### src/rtl/video_in_gen.sv
// video_in_gen: camera-side test-pattern video source.
// Emits blanked frames with four selectable patterns, one pixel per clk.
module video_in_gen #(
   parameter int H_ACTIVE = 640,
   parameter int H_BLANK  = 160,
   parameter int V_ACTIVE = 480,
   parameter int V_BLANK  = 45
) (
   input  logic        clk,
   input  logic        reset,
   input  logic        enable,
   input  logic [1:0]  pattern_sel,
   output logic        line_valid,
   output logic        frame_valid,
   output logic [7:0]  pixel_out,
   output logic        frame_start,
   output logic [15:0] frame_cnt,
   output logic        busy
);

   localparam int H_TOTAL = H_BLANK + H_ACTIVE;
   localparam int V_TOTAL = V_ACTIVE + V_BLANK;
   localparam int HW      = $clog2(H_TOTAL);
   localparam int VW      = $clog2(V_TOTAL);

   localparam logic [HW-1:0] H_LAST = HW'(H_TOTAL - 1);
   localparam logic [VW-1:0] V_LAST = VW'(V_TOTAL - 1);

   typedef enum logic {
      IDLE = 1'b0,
      RUN  = 1'b1
   } state_t;

   state_t         state_q, state_d;
   logic [HW-1:0]  h_q, h_d;
   logic [VW-1:0]  v_q, v_d;
   logic [1:0]     pattern_q, pattern_d;
   logic [15:0]    frame_cnt_q, frame_cnt_d;
   logic           start_d;

   logic           lv_q, lv_d;
   logic           fv_q, fv_d;
   logic [7:0]     pix_q, pix_d;
   logic           fs_q;
   logic           busy_q, busy_d;

   logic [7:0]     x_d;
   logic [7:0]     y_d;

   // Next raster position, pattern latch and frame counter.
   always_comb begin
      state_d     = state_q;
      h_d         = h_q;
      v_d         = v_q;
      pattern_d   = pattern_q;
      frame_cnt_d = frame_cnt_q;
      start_d     = 1'b0;
      unique case (state_q)
         IDLE: begin
            if (enable) begin
               state_d   = RUN;
               h_d       = '0;
               v_d       = '0;
               pattern_d = pattern_sel;
               start_d   = 1'b1;
            end
         end
         RUN: begin
            if (h_q == H_LAST) begin
               h_d = '0;
               if (v_q == V_LAST) begin
                  v_d         = '0;
                  frame_cnt_d = frame_cnt_q + 16'd1;
                  if (enable) begin
                     pattern_d = pattern_sel;
                     start_d   = 1'b1;
                  end else begin
                     state_d = IDLE;
                  end
               end else begin
                  v_d = v_q + VW'(1);
               end
            end else begin
               h_d = h_q + HW'(1);
            end
         end
         default: state_d = IDLE;
      endcase
   end

   // Output values for the position the raster moves to at this edge.
   always_comb begin
      busy_d = (state_d == RUN);
      fv_d   = busy_d && (int'(v_d) < V_ACTIVE);
      lv_d   = fv_d && (int'(h_d) >= H_BLANK);
      x_d    = 8'(h_d) - 8'(H_BLANK);
      y_d    = 8'(v_d);
      pix_d  = 8'h00;
      if (lv_d) begin
         unique case (pattern_d)
            2'd0: pix_d = x_d;
            2'd1: pix_d = y_d;
            2'd2: pix_d = (x_d[3] ^ y_d[3]) ? 8'hFF : 8'h00;
            2'd3: pix_d = x_d + y_d + frame_cnt_d[7:0];
            default: pix_d = 8'h00;
         endcase
      end
   end

   // State, counters and registered outputs.
   always_ff @(posedge clk or posedge reset) begin
      if (reset) begin
         state_q     <= IDLE;
         h_q         <= '0;
         v_q         <= '0;
         pattern_q   <= 2'd0;
         frame_cnt_q <= 16'd0;
         lv_q        <= 1'b0;
         fv_q        <= 1'b0;
         pix_q       <= 8'h00;
         fs_q        <= 1'b0;
         busy_q      <= 1'b0;
      end else begin
         state_q     <= state_d;
         h_q         <= h_d;
         v_q         <= v_d;
         pattern_q   <= pattern_d;
         frame_cnt_q <= frame_cnt_d;
         lv_q        <= lv_d;
         fv_q        <= fv_d;
         pix_q       <= pix_d;
         fs_q        <= start_d;
         busy_q      <= busy_d;
      end
   end

   assign line_valid  = lv_q;
   assign frame_valid = fv_q;
   assign pixel_out   = pix_q;
   assign frame_start = fs_q;
   assign frame_cnt   = frame_cnt_q;
   assign busy        = busy_q;

endmodule

### config.mk
export PLATFORM = sky130hd
export DESIGN_NAME = video_in_gen
export DESIGN_NICKNAME = d
export VERILOG_FILES = /design/src/rtl/video_in_gen.sv
export SDC_FILE = /design/constraint.sdc
export NUM_CORES = 1
export LEC_CHECK = 0
export ABC_AREA = 0
export CORE_MARGIN = 8
export CORE_UTILIZATION = 30
export CTS_CLUSTER_SIZE = 16
export DETAILED_ROUTE_END_ITERATION = 10
export GPL_ROUTABILITY_DRIVEN = 1
export PLACE_DENSITY_LB_ADDON = 0.15
export RECOVER_POWER = 50
export SYNTH_ARGS = -nofsm -noshare
export SYNTH_HDL_FRONTEND = slang
export SYNTH_SLANG_ARGS = --single-unit
### constraint.sdc
create_clock -name clk -period 6.57 [get_ports clk]
set_input_delay 1.314 -clock clk [delete_from_list [all_inputs] [get_ports clk]]
set_output_delay 1.314 -clock clk [all_outputs]
set_load 0.01 [all_outputs]
# Word level (Yosys, flattened, before mapping)
# Index checks and enable logic that the tools add are counted.
# totals
register_bits	50
in_bits	5
elab_cells	53
# classes
n_addsub	6
magnitude_cmp	2
n_eq_ne	5
muxes	24
bitwise	2
reduce_logical	4
# op_table
cell	count
10-bit two-way mux	5
8-bit two-way mux	5
10-bit case mux with 2 select lines	2
8-bit case mux with 4 select lines	1
10-bit by 1-bit adder with 10-bit output, second input constant	2
10-bit == test, second input constant	2
16-bit by 1-bit adder with 16-bit output, second input constant	1
8-bit adder	2
10-bit by 8-bit >= comparator with 1-bit output, second input constant	1
10-bit by 9-bit < comparator with 1-bit output, second input constant	1
8-bit subtractor, second input constant	1
2-bit two-way mux	3
1-bit two-way mux	5
2-bit == test, second input constant	2
1-bit case mux with 2 select lines	2
2-bit case mux with 2 select lines	1
3-bit AND reduction	1
2-bit by 1-bit == test with 1-bit output, second input constant	1
1-bit logical AND	2
2-bit zero test	1
1-bit inverter	1
1-bit XOR	1

# Depth between registers and ports, before layout
# Gate-level depths: netlist (run 1).
# logic_depth
word_depth	8
depth_mapped	22
depth_no_buf	21

# Worst setup path after synthesis (run 1)
# OpenSTA, ideal clock, no wires.
# synth_path
path_kind	register to register
start	register h_q[0]
end	register pix_q[7], in the netlist pixel_out[7]
setup_ns	0.087
arrival_ns	4.668
setup_slack_ns	1.815
stages_incl_launch_ff	22
path_buffers	2
period_less_slack_ns	4.755
path_cell_list	dfrtp_1 ha_1 nand4_1 nor3_4 and3_2 clkbuf_1 and3_1 clkbuf_1 nand4_1 xnor2_1 inv_1 fa_1 inv_1 ha_1 and3_1 a2111oi_0 xnor2_1 and3_4 o21a_1 nor3_2 xnor2_1 a211oi_2
# synth_via
elab_cells_between_ends	28
classes_between	4 x add/sub; 2 x order compare; 4 x eq/ne; 14 x mux; 1 x bitwise; 3 x reduce/logical
# synth_rtl
item	line	source
start, declared	35	logic [HW-1:0] h_q, h_d;
start signal, assigned	114	h_q <= '0;
start signal, assigned	125	h_q <= h_d;
10-bit == test	69	if (h_q == H_LAST) begin
8-bit two-way mux	69	
8-bit two-way mux	58	unique case (state_q)
via frame_cnt_d[6]	38	logic [15:0] frame_cnt_q, frame_cnt_d;
8-bit adder	104	2'd3: pix_d = x_d + y_d + frame_cnt_d[7:0];
8-bit case mux with 4 select lines	100	unique case (pattern_d)
8-bit two-way mux	99	if (lv_d) begin
via pix_d[7]	43	logic [7:0] pix_q, pix_d;
end signal, assigned	131	pix_q <= pix_d;
end, declared	43	
# The timed path passes the listed nets, and every way through them passes these cells.
# A chain may end at the register's enable or synchronous reset.

# Worst setup path after layout (run 1)
# layout_path
start	input enable
end	register pix_q[7], in the netlist pixel_out[7]
# layout_via
elab_chain_cells	7
elab_cells_between_ends	27
classes_between	3 x add/sub; 2 x order compare; 3 x eq/ne; 15 x mux; 1 x bitwise; 3 x reduce/logical
# layout_rtl
item	line	source
start, declared	11	input logic enable,
10-bit two-way mux (tied with other cells)	60	if (enable) begin
10-bit case mux with 2 select lines (tied with other cells)	58	
8-bit subtractor (tied with other cells)	96	x_d = 8'(h_d) - 8'(H_BLANK);
8-bit adder (tied with other cells) (2 in series)	104	
8-bit case mux with 4 select lines or 1-bit logical AND (tied branches)	100, 95	
8-bit two-way mux *	99	
via pix_d[7]	43	
# Mark *: on every way through the listed nets, which the timed path passes. The rest lies on a longest branch.

==> run summary, run 1 <==
CELLS AND AREA
----------------------------------------------------------------------------------------
Fill cell count                                                                    1,049
Commonest non-fill, non-tap cells in the layout                             dfrtp_1 (50), inv_1 (45), nand2_1 (32)
Most common cell after layout, fill and taps aside                               dfrtp_1
Net total in the final layout                                                        393
Fin area                                                                      3656 sq um
Share of cells above drive strength 1                                            0.07046
Ant diodes                                                                             0
Synth-to-Final Area Change                                                        18.35%

PLACED DESIGN
----------------------------------------------------------------------------------------
Buffers on Ports                                                                      32
Total half-perimeter wirelength after legalization and detailed placement        5999 um
Global placer's final weighted congestion                                         0.7794
Placed Area                                                                   3570 sq um

STATUS
----------------------------------------------------------------------------------------
Status                                                                      finished with violations
Failing checks                                                              max-capacitance violations, max-slew violations

CRITICAL PATH
----------------------------------------------------------------------------------------
Worst reg2reg setup slack                                                        1.24 ns
Worst path max stage delay                                                       0.63 ns
Reg-to-Reg End                                                              pixel_out[7]
Startpoint class of the critical path                                         input port
Endpoint class of the critical path                                            flip-flop
Data required time of the critical path                                          6.80 ns
Critical Path Fanout Max                                                              13
Worst Reg-to-Reg Cells                                                                18
Worst setup path category                                                      in -> reg
List of cells traversed by the critical path                                dlygate4sd3_1 -> nor2_1 -> clkbuf_1 -> a22oi_1 -> fa_1 -> inv_1 -> ha_1 -> inv_1 -> fa_1 -> nor2b_1 -> o2111a_1 -> a2111oi_0 -> xnor2_1 -> and3_4 -> o21a_1 -> nor3_2 -> xnor2_1 -> a211oi_2
Worst path arrival time                                                          5.95 ns
Worst flop-to-flop path startpoint                                                h_q[1]
Cell at the slowest stage of the critical path                              dlygate4sd3_1

POWER AND IR DROP
----------------------------------------------------------------------------------------
Cell Pwr Density                                                            148.5 nW/um^2
Worst-case vdd ir drop                                                      0.00008237 V
Leakage                                                                      0.001705 uW
Final Total Pwr                                                                 542.9 uW

LOGIC SYNTHESIS
----------------------------------------------------------------------------------------
Number of warning messages in the yosys log                                            0
Cell Area, Synth                                                              3089 sq um
Number of enable flip-flop cells after synthesis                                       0
Cells after Synth                                                                    335
Net count after synthesis                                                            360
Register bit count reported by yosys                                                  50
Main flop type after synthesis                                                   dfrtp_1
Register area share after synthesis                                               0.4050
Mapped Avg Cell Area                                                         9.222 sq um
Post-synthesis async set-or-reset flop share                                       1.000
Number of distinct library cells after synthesis                                      52

ROUTE
----------------------------------------------------------------------------------------
Drt wl/cell                                                                     15.70 um
Routed vias/inst                                                                   4.873
Total wirelength of the detailed-routed design                                   7930 um
Number of DRC violations after detailed-routing iteration 0                          121
Vias after detailed routing                                                        2,461
Count of TritonRoute iterations in the first routing pass                              4
DRC violation count after routing                                                      0
Final antenna-violating net count                                                      0

TIMING
----------------------------------------------------------------------------------------
Minimum clock period after layout                                               5.717 ns
Hold Vio Cnt, Final                                                                    0
Final Max Tran Viols                                                                  51
Setup tns final                                                                     0 ns
Final-report setup violation count                                                     0
FMAX                                                                           174.9 MHz
Worst-case clock skew                                                        0.007390 ns
Least-Margin Pin Slew                                                           2.726 ns
Max-Slew Margin vs Limit                                                         -0.8172
Final period util                                                                 0.8702
Setup repair after global routing missed its margin                                false

CTS
----------------------------------------------------------------------------------------
Clock tree from TritonCTS                                                            yes
Clk Latency, worst-skew pair                                                     0.31 ns
Post-CTS setup repair buffer count                                                     0
Clock buffer count from CTS                                                            5
Bufs on Longest Clock Path                                                             2
Clock sink count                                                                      50
Clock-pin transition on the worst setup and hold timing paths                    0.10 ns
Cts hold-fix bufs                                                                      0
Gates resized, CTS repair                                                              0
Clock root cell                                                                 clkbuf_8
H-tree depth                                                                           2

GLOBAL ROUTE
----------------------------------------------------------------------------------------
Vias in the first global route                                                     2,525
Total gr overflow                                                                      0
Wire length of the first global-routing pass                                   13,270 um
Number of antenna violations at the first check in global routing                      0
Total global routing track utilization                                            0.1182
Maximum number of pins on one net before global-route repair                          51

WORST HOLD PATH
----------------------------------------------------------------------------------------
Hold worst-path end                                                         frame_cnt[15]
Number of stages on the worst hold path                                                1
Class of the most critical hold timing path                                   reg -> reg
Startpoint of the most critical hold path                                   frame_cnt[15]

FLOORPLAN
----------------------------------------------------------------------------------------
Number of top-level pins                                                              33
Core Footprint                                                              10,140 sq um
Die Area                                                                    13,800 sq um
Site row count                                                                        37
Initial standard-cell utilization of the core                                     0.3047
Die Wd                                                                          117.5 um
Height of the die                                                               117.5 um

JOB
----------------------------------------------------------------------------------------
Number of maximum-capacitance constraint violations                                    1

## layer usage
metal	track usage	wire [um]
met4	0.05604	267
met1	0.1506	3614
met5	0	0
met3	0.02254	400
met2	0.1890	3647
## worst max-delay path by stage
stage                 from  depth (start not counted)  slack (ns)           end
floorplan           h_q[0]                         21        1.82  pixel_out[7]
global placement    enable                         16        1.17  pixel_out[7]
detailed placement  enable                         16        0.97  pixel_out[7]
CTS                 h_q[1]                         19        1.23  pixel_out[7]
global route        enable                         18        0.53  pixel_out[7]
finish              enable                         18        0.85  pixel_out[7]
## cell families (layout without fill, tap and decap cells)
kind of cell | count (synthesis) | count (layout) | share of synthesized area
flops | 50 | 50 | 0.4050
compound gates | 75 | 75 | 0.1563
buf+inv | 56 | 90 | 0.06886
fa+ha+maj | 20 | 20 | 0.1004
mux | 4 | 4 | 0.01377
simple gates | 104 | 104 | 0.1819
xor+xnor | 26 | 26 | 0.07371
## stage by stage
step	cells	util	setup slack, ns	hold slack, ns
finish	505	0.3606	0.8526	0.4789
global route	505	0.3606	0.5268	0.5155
CTS	505	0.3633	1.228	0.4908
detailed placement	497	0.3521	0.9707	0.4724
global placement	497	0.3521	1.169	0.4607
floorplan	335	-	1.815	0.5010
## synthesized netlist by cell type (2+ instances only)
library cell | instances | area share
clkbuf_1 | 7 | 0.0085
dfrtp_1 | 50 | 0.41
nand2b_1 | 3 | 0.0061
a211oi_1 | 9 | 0.022
or2_2 | 2 | 0.0040
fa_1 | 8 | 0.052
a32oi_1 | 2 | 0.0057
a21oi_1 | 16 | 0.026
mux2_2 | 2 | 0.0073
a31oi_1 | 3 | 0.0061
and3_2 | 2 | 0.0049
o21a_1 | 2 | 0.0049
nand3_1 | 9 | 0.015
nor3_1 | 7 | 0.011
and3_1 | 8 | 0.016
xnor2_1 | 16 | 0.045
nand4_1 | 8 | 0.016
inv_1 | 46 | 0.056
nor2_1 | 19 | 0.023
mux2i_1 | 2 | 0.0065
ha_1 | 12 | 0.049
a22oi_1 | 3 | 0.0073
o21ai_0 | 27 | 0.044
xor2_1 | 10 | 0.028
o211ai_1 | 2 | 0.0049
buf_2 | 2 | 0.0032
nand2_1 | 32 | 0.039
or3_2 | 2 | 0.0049
## final cells by class
cell class | instances | area [sq um] | share of cell area
inverter | 46 | 172.7 | 0.04723
sequential | 50 | 1251 | 0.3422
multi-input combinational | 229 | 1609 | 0.4401
tap | 136 | 170.2 | 0.04654
clock buffer | 5 | 68.82 | 0.01882
clock inverter | 3 | 45.04 | 0.01232
timing repair buffer | 36 | 339.1 | 0.09274
## flip-flops by register name, indices dropped and copies added, names as in the netlist
signal / flops
pattern_q: 2
pixel_out: 8
frame_valid: 1
v_q: 10
frame_cnt: 16
line_valid: 1
busy: 1
frame_start: 1
h_q: 10
## worst max-delay path, delay by kind of cell
kind | cells | cell delay [ns]
fa+ha+maj | 3 | 1.04
simple gates | 4 | 0.57
compound gates | 5 | 1.50
xor+xnor | 2 | 0.26
buf+inv | 4 | 1.24
## report_power, final
part	switching (uW)	internal, uW	leakage, uW
Combinational	6.79	2.10	0.00103
Clock	113	113	0.0000504
Sequential	0	308	0.000621
No activity file was read; power rests on OpenSTA's default activity.
==> run 2, diff against run 1 <==
--- a/config.mk
+++ b/config.mk
@@ -11,7 +11,6 @@
 export CTS_CLUSTER_SIZE = 16
 export DETAILED_ROUTE_END_ITERATION = 10
 export GPL_ROUTABILITY_DRIVEN = 1
-export PLACE_DENSITY_LB_ADDON = 0.15
 export RECOVER_POWER = 50
 export SYNTH_ARGS = -nofsm -noshare
 export SYNTH_HDL_FRONTEND = slang
==> run 2 against run 1 <==
  * Sequential power about the same
  * Highest routed layer unchanged
  * Non-clock buffer count decreased by 2
  * Critical path type unchanged
  * Design area decreased by 1.3%
  * Maximum frequency increased by 0.99%
  * Combinational power decreased by 3.7%
  * Total power decreased by 7.0%
  * Cell count decreased by 0.40%
  * Clock skew increased by 0.0048 ns
  * Utilization decreased by 0.46 points
  * Critical path depth decreased by 2
  * The flow still finishes with violations (max-capacitance violations, max-slew violations)
==> run summary, run 2 (synthesized netlist as in run 1, its figures left out) <==
ROUTE
----------------------------------------------------------------------------------------
Vias after detailed routing                                                        2,458   was 2,461
Top layer reached by signal wires                                                   met4   unchanged
Total wirelength of the detailed-routed design                                   7491 um   was 7930 um
Final antenna-violating net count                                                      0   unchanged
Wl on met1                                                                       3346 um   was 3614 um
Count of TritonRoute iterations in the first routing pass                              4   unchanged
DRC violation count after routing                                                      0   unchanged
Routed vias/inst                                                                   4.887   was 4.873
Drt wl/cell                                                                     14.89 um   was 15.70 um
Met2 WL                                                                          3634 um   was 3647 um
Number of DRC violations after detailed-routing iteration 0                          162   was 121
Met3 wire length                                                                  322 um   was 400 um

CELLS AND AREA
----------------------------------------------------------------------------------------
Fill cell count                                                                    1,054   was 1,049
Commonest non-fill, non-tap cells in the layout                             dfrtp_1 (50), inv_1 (46), nand2_1 (32)   was dfrtp_1 (50), inv_1 (45), nand2_1 (32)
Most common cell after layout, fill and taps aside                               dfrtp_1   unchanged
Net total in the final layout                                                        391   was 393
Ant diodes                                                                             0   unchanged
Synth-to-Final Area Change                                                        16.85%   was 18.35%
Max FFs per register                                                                  16   unchanged
Share of cells above drive strength 1                                            0.06540   was 0.07046

STATUS
----------------------------------------------------------------------------------------
Failing checks                                                              max-capacitance violations, max-slew violations   unchanged
Status                                                                      finished with violations   unchanged

CRITICAL PATH
----------------------------------------------------------------------------------------
Worst path max stage delay                                                       0.73 ns   was 0.63 ns
Cell at the slowest stage of the critical path                                    nor2_1   was dlygate4sd3_1
Worst Reg-to-Reg Cells                                                                18   unchanged
Worst setup path category                                                      in -> reg   unchanged
List of cells traversed by the critical path                                dlygate4sd3_1 -> nor2_1 -> o21ai_0 -> o21a_1 -> ha_1 -> fa_1 -> inv_1 -> ha_1 -> and3_1 -> a2111oi_0 -> xnor2_1 -> and3_4 -> o21a_1 -> nor3_2 -> xnor2_1 -> a211oi_2   was dlygate4sd3_1 -> nor2_1 -> clkbuf_1 -> a22oi_1 -> fa_1 -> inv_1 -> ha_1 -> inv_1 -> fa_1 -> nor2b_1 -> o2111a_1 -> a2111oi_0 -> xnor2_1 -> and3_4 -> o21a_1 -> nor3_2 -> xnor2_1 -> a211oi_2
Endpoint class of the critical path                                            flip-flop   unchanged
Worst flop-to-flop path startpoint                                                h_q[1]   unchanged
Startpoint class of the critical path                                         input port   unchanged
Reg-to-Reg End                                                              pixel_out[7]   unchanged
Worst reg2reg setup slack                                                        0.99 ns   was 1.24 ns
Data required time of the critical path                                          6.80 ns   about the same
Critical Path Fanout Max                                                              13   unchanged
Category of cells accounting for the largest share of critical-path delay   simple AND/OR/NAND/NOR gates   was compound AO/OA/AOI/OAI gates
Buffering stage count on the worst path with inverters included                        2   was 4
Worst path arrival time                                                          5.89 ns   was 5.95 ns

TIMING
----------------------------------------------------------------------------------------
Setup tns final                                                                     0 ns   unchanged
Minimum clock period after layout                                               5.662 ns   was 5.717 ns
Worst-case clock skew                                                         0.01216 ns   was 0.007390 ns
Least-Margin Pin Slew                                                           1.940 ns   was 2.726 ns
Hold Vio Cnt, Final                                                                    0   unchanged
Final-report setup violation count                                                     0   unchanged
FMAX                                                                           176.6 MHz   was 174.9 MHz
Final period util                                                                 0.8617   was 0.8702
Max-Slew Margin vs Limit                                                         -0.2945   was -0.8172
Setup repair after global routing missed its margin                                false   unchanged
Final Max Tran Viols                                                                  51   unchanged

GLOBAL ROUTE
----------------------------------------------------------------------------------------
Vias in the first global route                                                     2,578   was 2,525
Maximum number of pins on one net before global-route repair                          51   unchanged
Number of antenna violations at the first check in global routing                      0   unchanged
Wire length of the first global-routing pass                                   12,910 um   was 13,270 um
Total global routing track utilization                                            0.1127   was 0.1182
Total gr overflow                                                                      0   unchanged

CTS
----------------------------------------------------------------------------------------
Post-CTS setup repair buffer count                                                     0   unchanged
H-tree depth                                                                           2   unchanged
Bufs on Longest Clock Path                                                             2   unchanged
Clock-pin transition on the worst setup and hold timing paths                    0.10 ns   about the same
Clock tree from TritonCTS                                                            yes   unchanged
Clk Latency, worst-skew pair                                                     0.32 ns   was 0.31 ns
Clock sink count                                                                      50   unchanged
Gates resized, CTS repair                                                              0   unchanged
Cts hold-fix bufs                                                                      0   unchanged
Clock root cell                                                                 clkbuf_8   unchanged
Clock buffer count from CTS                                                            5   unchanged

FLOORPLAN
----------------------------------------------------------------------------------------
Core Footprint                                                              10,140 sq um   unchanged
Site row count                                                                        37   unchanged
Number of top-level pins                                                              33   unchanged
Height of the die                                                               117.5 um   unchanged
Die Wd                                                                          117.5 um   unchanged
Die Area                                                                    13,800 sq um   unchanged
Initial standard-cell utilization of the core                                     0.3047   unchanged

POWER AND IR DROP
----------------------------------------------------------------------------------------
Leakage                                                                      0.001680 uW   was 0.001705 uW
Cell Pwr Density                                                            139.8 nW/um^2   was 148.5 nW/um^2
Final Total Pwr                                                                 504.8 uW   was 542.9 uW
Worst-case vdd ir drop                                                      0.00007664 V   was 0.00008237 V

PLACED DESIGN
----------------------------------------------------------------------------------------
Buffers on Ports                                                                      32   unchanged
Total half-perimeter wirelength after legalization and detailed placement        5646 um   was 5999 um
Global placer's final weighted congestion                                         0.8491   was 0.7794

WORST HOLD PATH
----------------------------------------------------------------------------------------
Startpoint of the most critical hold path                                   frame_cnt[15]   unchanged
Class of the most critical hold timing path                                   reg -> reg   unchanged
Number of stages on the worst hold path                                                1   unchanged
Hold worst-path end                                                         frame_cnt[15]   unchanged

JOB
----------------------------------------------------------------------------------------
Number of maximum-capacitance constraint violations                                    1   unchanged

run 2: changes by cell type in the layout (fill, tap and decap cells not counted), sizes merged:
cell and delta:
buf -1, bufinv -1, clkbuf -1, clkinv +1
clkinvlp -1, inv +1
run 2: report_power, final:
part / switching (uW) / internal [uW]
registers: 0 / 308
clock network: 114 / 75.2
logic: 6.59 / 1.98
run 2: final cells by class:
type,instances,area [sq um],area share
Clock buffer,5,68.82,0.01906
Clock inverter,3,21.27,0.005893
Inverter,46,172.7,0.04783
Multi-Input combinational cell,229,1598,0.4426
Sequential cell,50,1251,0.3466
Tap cell,136,170.2,0.04714
Timing Repair Buffer,34,327.8,0.09081
run 2: how the worst max path moves through the flow:
stage                start      endpoint  depth (start not counted)
global route        enable  pixel_out[7]                         17
floorplan           h_q[0]  pixel_out[7]                         21
detailed placement  enable  pixel_out[7]                         16
global placement    enable  pixel_out[7]                         16
CTS                 enable  pixel_out[7]                         16
finish              enable  pixel_out[7]                         16
run 2: layer usage:
metal | global-route usage | vias to the layer above
met5 | 0 | -
met4 | 0.04404 | 0
met3 | 0.02110 | 10
met2 | 0.1904 | 56
met1 | 0.1389 | 1192
li1 | - | 1200
run 2: per-stage QoR:
| stage | area [sq um] | instances | utilization | worst slack [ns] | hold WS [ns] |
|---|---|---|---|---|---|
| after floorplan | 3089 | 335 | - | 1.815 | 0.5010 |
| after global routing | 3610 | 503 | 0.3560 | 0.5727 | 0.5162 |
| after detailed placement | 3555 | 495 | 0.3506 | 0.6847 | 0.4740 |
| final | 3610 | 503 | 0.3560 | 0.9083 | 0.4870 |
| after global placement | 3555 | 495 | 0.3506 | 0.8005 | 0.4607 |
| after CTS | 3645 | 503 | 0.3595 | 1.017 | 0.4888 |
==> run 3, diff against run 2 <==
--- a/config.mk
+++ b/config.mk
@@ -6,12 +6,13 @@
 export NUM_CORES = 1
 export LEC_CHECK = 0
 export ABC_AREA = 0
-export CORE_MARGIN = 8
+export CORE_MARGIN = 2
 export CORE_UTILIZATION = 30
 export CTS_CLUSTER_SIZE = 16
 export DETAILED_ROUTE_END_ITERATION = 10
 export GPL_ROUTABILITY_DRIVEN = 1
 export RECOVER_POWER = 50
+export SLEW_MARGIN = 30
 export SYNTH_ARGS = -nofsm -noshare
 export SYNTH_HDL_FRONTEND = slang
 export SYNTH_SLANG_ARGS = --single-unit
==> run 3 against run 2 <==
  * Clock power up 21%
  * Flip-flop and latch count is the same
  * Via count barely moved
  * Maximum frequency rose by 4.1%
  * Sequential power barely moved
  * The flow still finishes with violations (max-capacitance violations, max-slew violations)
  * Clock-buffer cell count stayed put
  * Critical endpoint unchanged
  * Setup slack better by 0.23 ns
  * Cell count up 0.20%
  * Utilization grew 0.57 points
==> run summary, run 3 (synthesized netlist as in run 1, its figures left out) <==
TIMING
----------------------------------------------------------------------------------------
Crit path setup slack, layout                                                   1.133 ns   was 0.9083 ns
Setup repair after global routing missed its margin                                false   unchanged
Final-report setup violation count                                                     0   unchanged
FMAX                                                                           183.9 MHz   was 176.6 MHz
Worst-case clock skew                                                        0.009710 ns   was 0.01216 ns
Final period util                                                                 0.8275   was 0.8617
Least-Margin Pin Slew                                                           2.222 ns   was 1.940 ns
Max-Slew Margin vs Limit                                                         -0.4892   was -0.2945
Final Max Tran Viols                                                                  51   unchanged
Setup tns final                                                                     0 ns   unchanged
Hold Vio Cnt, Final                                                                    0   unchanged
Minimum clock period after layout                                               5.437 ns   was 5.662 ns

FLOORPLAN
----------------------------------------------------------------------------------------
Die Area                                                                    11,130 sq um   was 13,800 sq um
Site row count                                                                        37   unchanged
Number of top-level pins                                                              33   unchanged
Die Wd                                                                          105.5 um   was 117.5 um
Initial standard-cell utilization of the core                                     0.3047   unchanged
Core Footprint                                                              10,140 sq um   unchanged
Height of the die                                                               105.5 um   was 117.5 um

WORST HOLD PATH
----------------------------------------------------------------------------------------
Hold worst-path end                                                         frame_cnt[15]   unchanged
Startpoint of the most critical hold path                                   frame_cnt[15]   unchanged
Class of the most critical hold timing path                                   reg -> reg   unchanged
Number of stages on the worst hold path                                                1   unchanged

CTS
----------------------------------------------------------------------------------------
H-tree depth                                                                           2   unchanged
Clock buffer count from CTS                                                            5   unchanged
Gates resized, CTS repair                                                              0   unchanged
Clk Latency, worst-skew pair                                                     0.31 ns   was 0.32 ns
Clock-pin transition on the worst setup and hold timing paths                    0.10 ns   about the same
Cts hold-fix bufs                                                                      0   unchanged
Clock root cell                                                                 clkbuf_8   unchanged
Clock sink count                                                                      50   unchanged
Post-CTS setup repair buffer count                                                     0   unchanged
Clock tree from TritonCTS                                                            yes   unchanged
Bufs on Longest Clock Path                                                             2   unchanged

ROUTE
----------------------------------------------------------------------------------------
Vias after detailed routing                                                        2,456   was 2,458
DRC violation count after routing                                                      0   unchanged
Drt wl/cell                                                                     14.24 um   was 14.89 um
Final antenna-violating net count                                                      0   unchanged
Routed vias/inst                                                                   4.873   was 4.887
Total wirelength of the detailed-routed design                                   7178 um   was 7491 um
Number of DRC violations after detailed-routing iteration 0                          106   was 162
Count of TritonRoute iterations in the first routing pass                              4   unchanged

CRITICAL PATH
----------------------------------------------------------------------------------------
Worst path arrival time                                                          5.67 ns   was 5.89 ns
Endpoint class of the critical path                                            flip-flop   unchanged
Worst path max stage delay                                                       0.61 ns   was 0.73 ns
Category of cells accounting for the largest share of critical-path delay   compound AO/OA/AOI/OAI gates   was simple AND/OR/NAND/NOR gates
Startpoint class of the critical path                                         input port   unchanged
Worst reg2reg setup slack                                                        1.25 ns   was 0.99 ns
Buffering stage count on the worst path with inverters included                        2   unchanged
Worst flop-to-flop path startpoint                                                h_q[0]   was h_q[1]
Reg-to-Reg End                                                              pixel_out[7]   unchanged
Worst setup path category                                                      in -> reg   unchanged
List of cells traversed by the critical path                                dlygate4sd3_1 -> nor2_1 -> o21ai_0 -> o21a_1 -> ha_1 -> fa_1 -> inv_1 -> ha_1 -> and3_1 -> a2111oi_0 -> xnor2_1 -> and3_4 -> o21a_1 -> nor3_2 -> xnor2_1 -> a211oi_2   unchanged
Critical Path Fanout Max                                                               9   was 13
Cell at the slowest stage of the critical path                              dlygate4sd3_1   was nor2_1
Data required time of the critical path                                          6.80 ns   about the same
Worst Reg-to-Reg Cells                                                                18   unchanged

GLOBAL ROUTE
----------------------------------------------------------------------------------------
Wire length of the first global-routing pass                                   12,420 um   was 12,910 um
Maximum number of pins on one net before global-route repair                          51   unchanged
Number of antenna violations at the first check in global routing                      0   unchanged
Total gr overflow                                                                      0   unchanged
Vias in the first global route                                                     2,432   was 2,578
Total global routing track utilization                                            0.1387   was 0.1127

POWER AND IR DROP
----------------------------------------------------------------------------------------
Leakage                                                                      0.001712 uW   was 0.001680 uW
Final Total Pwr                                                                 545.4 uW   was 504.8 uW
Cell Pwr Density                                                            148.7 nW/um^2   was 139.8 nW/um^2
Worst-case vdd ir drop                                                      0.00007996 V   was 0.00007664 V

CELLS AND AREA
----------------------------------------------------------------------------------------
Ant diodes                                                                             0   unchanged
Most common cell after layout, fill and taps aside                               dfrtp_1   unchanged
Share of cells above drive strength 1                                            0.08152   was 0.06540
Max FFs per register                                                                  16   unchanged
Final Non-Filler Cells                                                               504   was 503
Commonest non-fill, non-tap cells in the layout                             dfrtp_1 (50), inv_1 (45), nand2_1 (32)   was dfrtp_1 (50), inv_1 (46), nand2_1 (32)
Net total in the final layout                                                        392   was 391
Synth-to-Final Area Change                                                        18.71%   was 16.85%

PLACED DESIGN
----------------------------------------------------------------------------------------
Global placer's final weighted congestion                                         0.9035   was 0.8491
Total half-perimeter wirelength after legalization and detailed placement        5482 um   was 5646 um
Cell count after placement                                                           496   was 495
Buffers on Ports                                                                      32   unchanged
Worst-case setup slack after placement                                         0.8731 ns   was 0.6847 ns

STATUS
----------------------------------------------------------------------------------------
Failing checks                                                              max-capacitance violations, max-slew violations   unchanged
Status                                                                      finished with violations   unchanged

JOB
----------------------------------------------------------------------------------------
Number of maximum-capacitance constraint violations                                    1   unchanged

## run 3: layout make-up
cell class	count	area, sq um
clock inverters	3	47.55
repair buffers	35	342.8
fillers	1047	6471
flip-flops and latches	50	1251
multi-input cells	229	1613
well taps	136	170.2
clock buffers	5	68.82
inverters	46	173.9
## run 3: report_power, final
group          internal, uW  switching [uW]
registers               308               0
logic                  2.02            6.61
clock network           116             114
total                   425             120
## run 3: metrics by stage
step / cell area, sq um / hold WS [ns] / util
floorplan: 3089 / 0.5010 / -
global placement: 3562 / 0.4598 / 0.3514
detailed placement: 3565 / 0.4691 / 0.3516
CTS: 3681 / 0.4845 / 0.3631
global route: 3667 / 0.5099 / 0.3617
finish: 3667 / 0.4772 / 0.3617
## run 3: worst register-to-register path: cells and delay by family (launching register included)
family	cells	cell delay, ns
AOI/OAI and AO/OA	5	1.37
xor gates and xnor gates	2	0.26
and+or+nand+nor	6	1.72
DFF	1	0.44
buffers and inverters	1	0.04
adders and majority gates	4	1.42
## run 3: metal layers
metal	GRT usage	up-vias	routed length (um)
li1	-	1207	-
met1	0.1849	1201	3415
met2	0.2364	42	3484
met3	0.02412	6	199
met4	0.02857	0	78
met5	0	-	0
## run 3: worst max-delay path by stage
stage,slack [ns],depth (start not counted),end,from
final,1.13,16,pixel_out[7],enable
after global routing,0.78,17,pixel_out[7],enable
after CTS,1.20,16,pixel_out[7],enable
after detailed placement,0.87,16,pixel_out[7],enable
after global placement,1.02,17,pixel_out[7],enable
after floorplan,1.82,21,pixel_out[7],h_q[0]
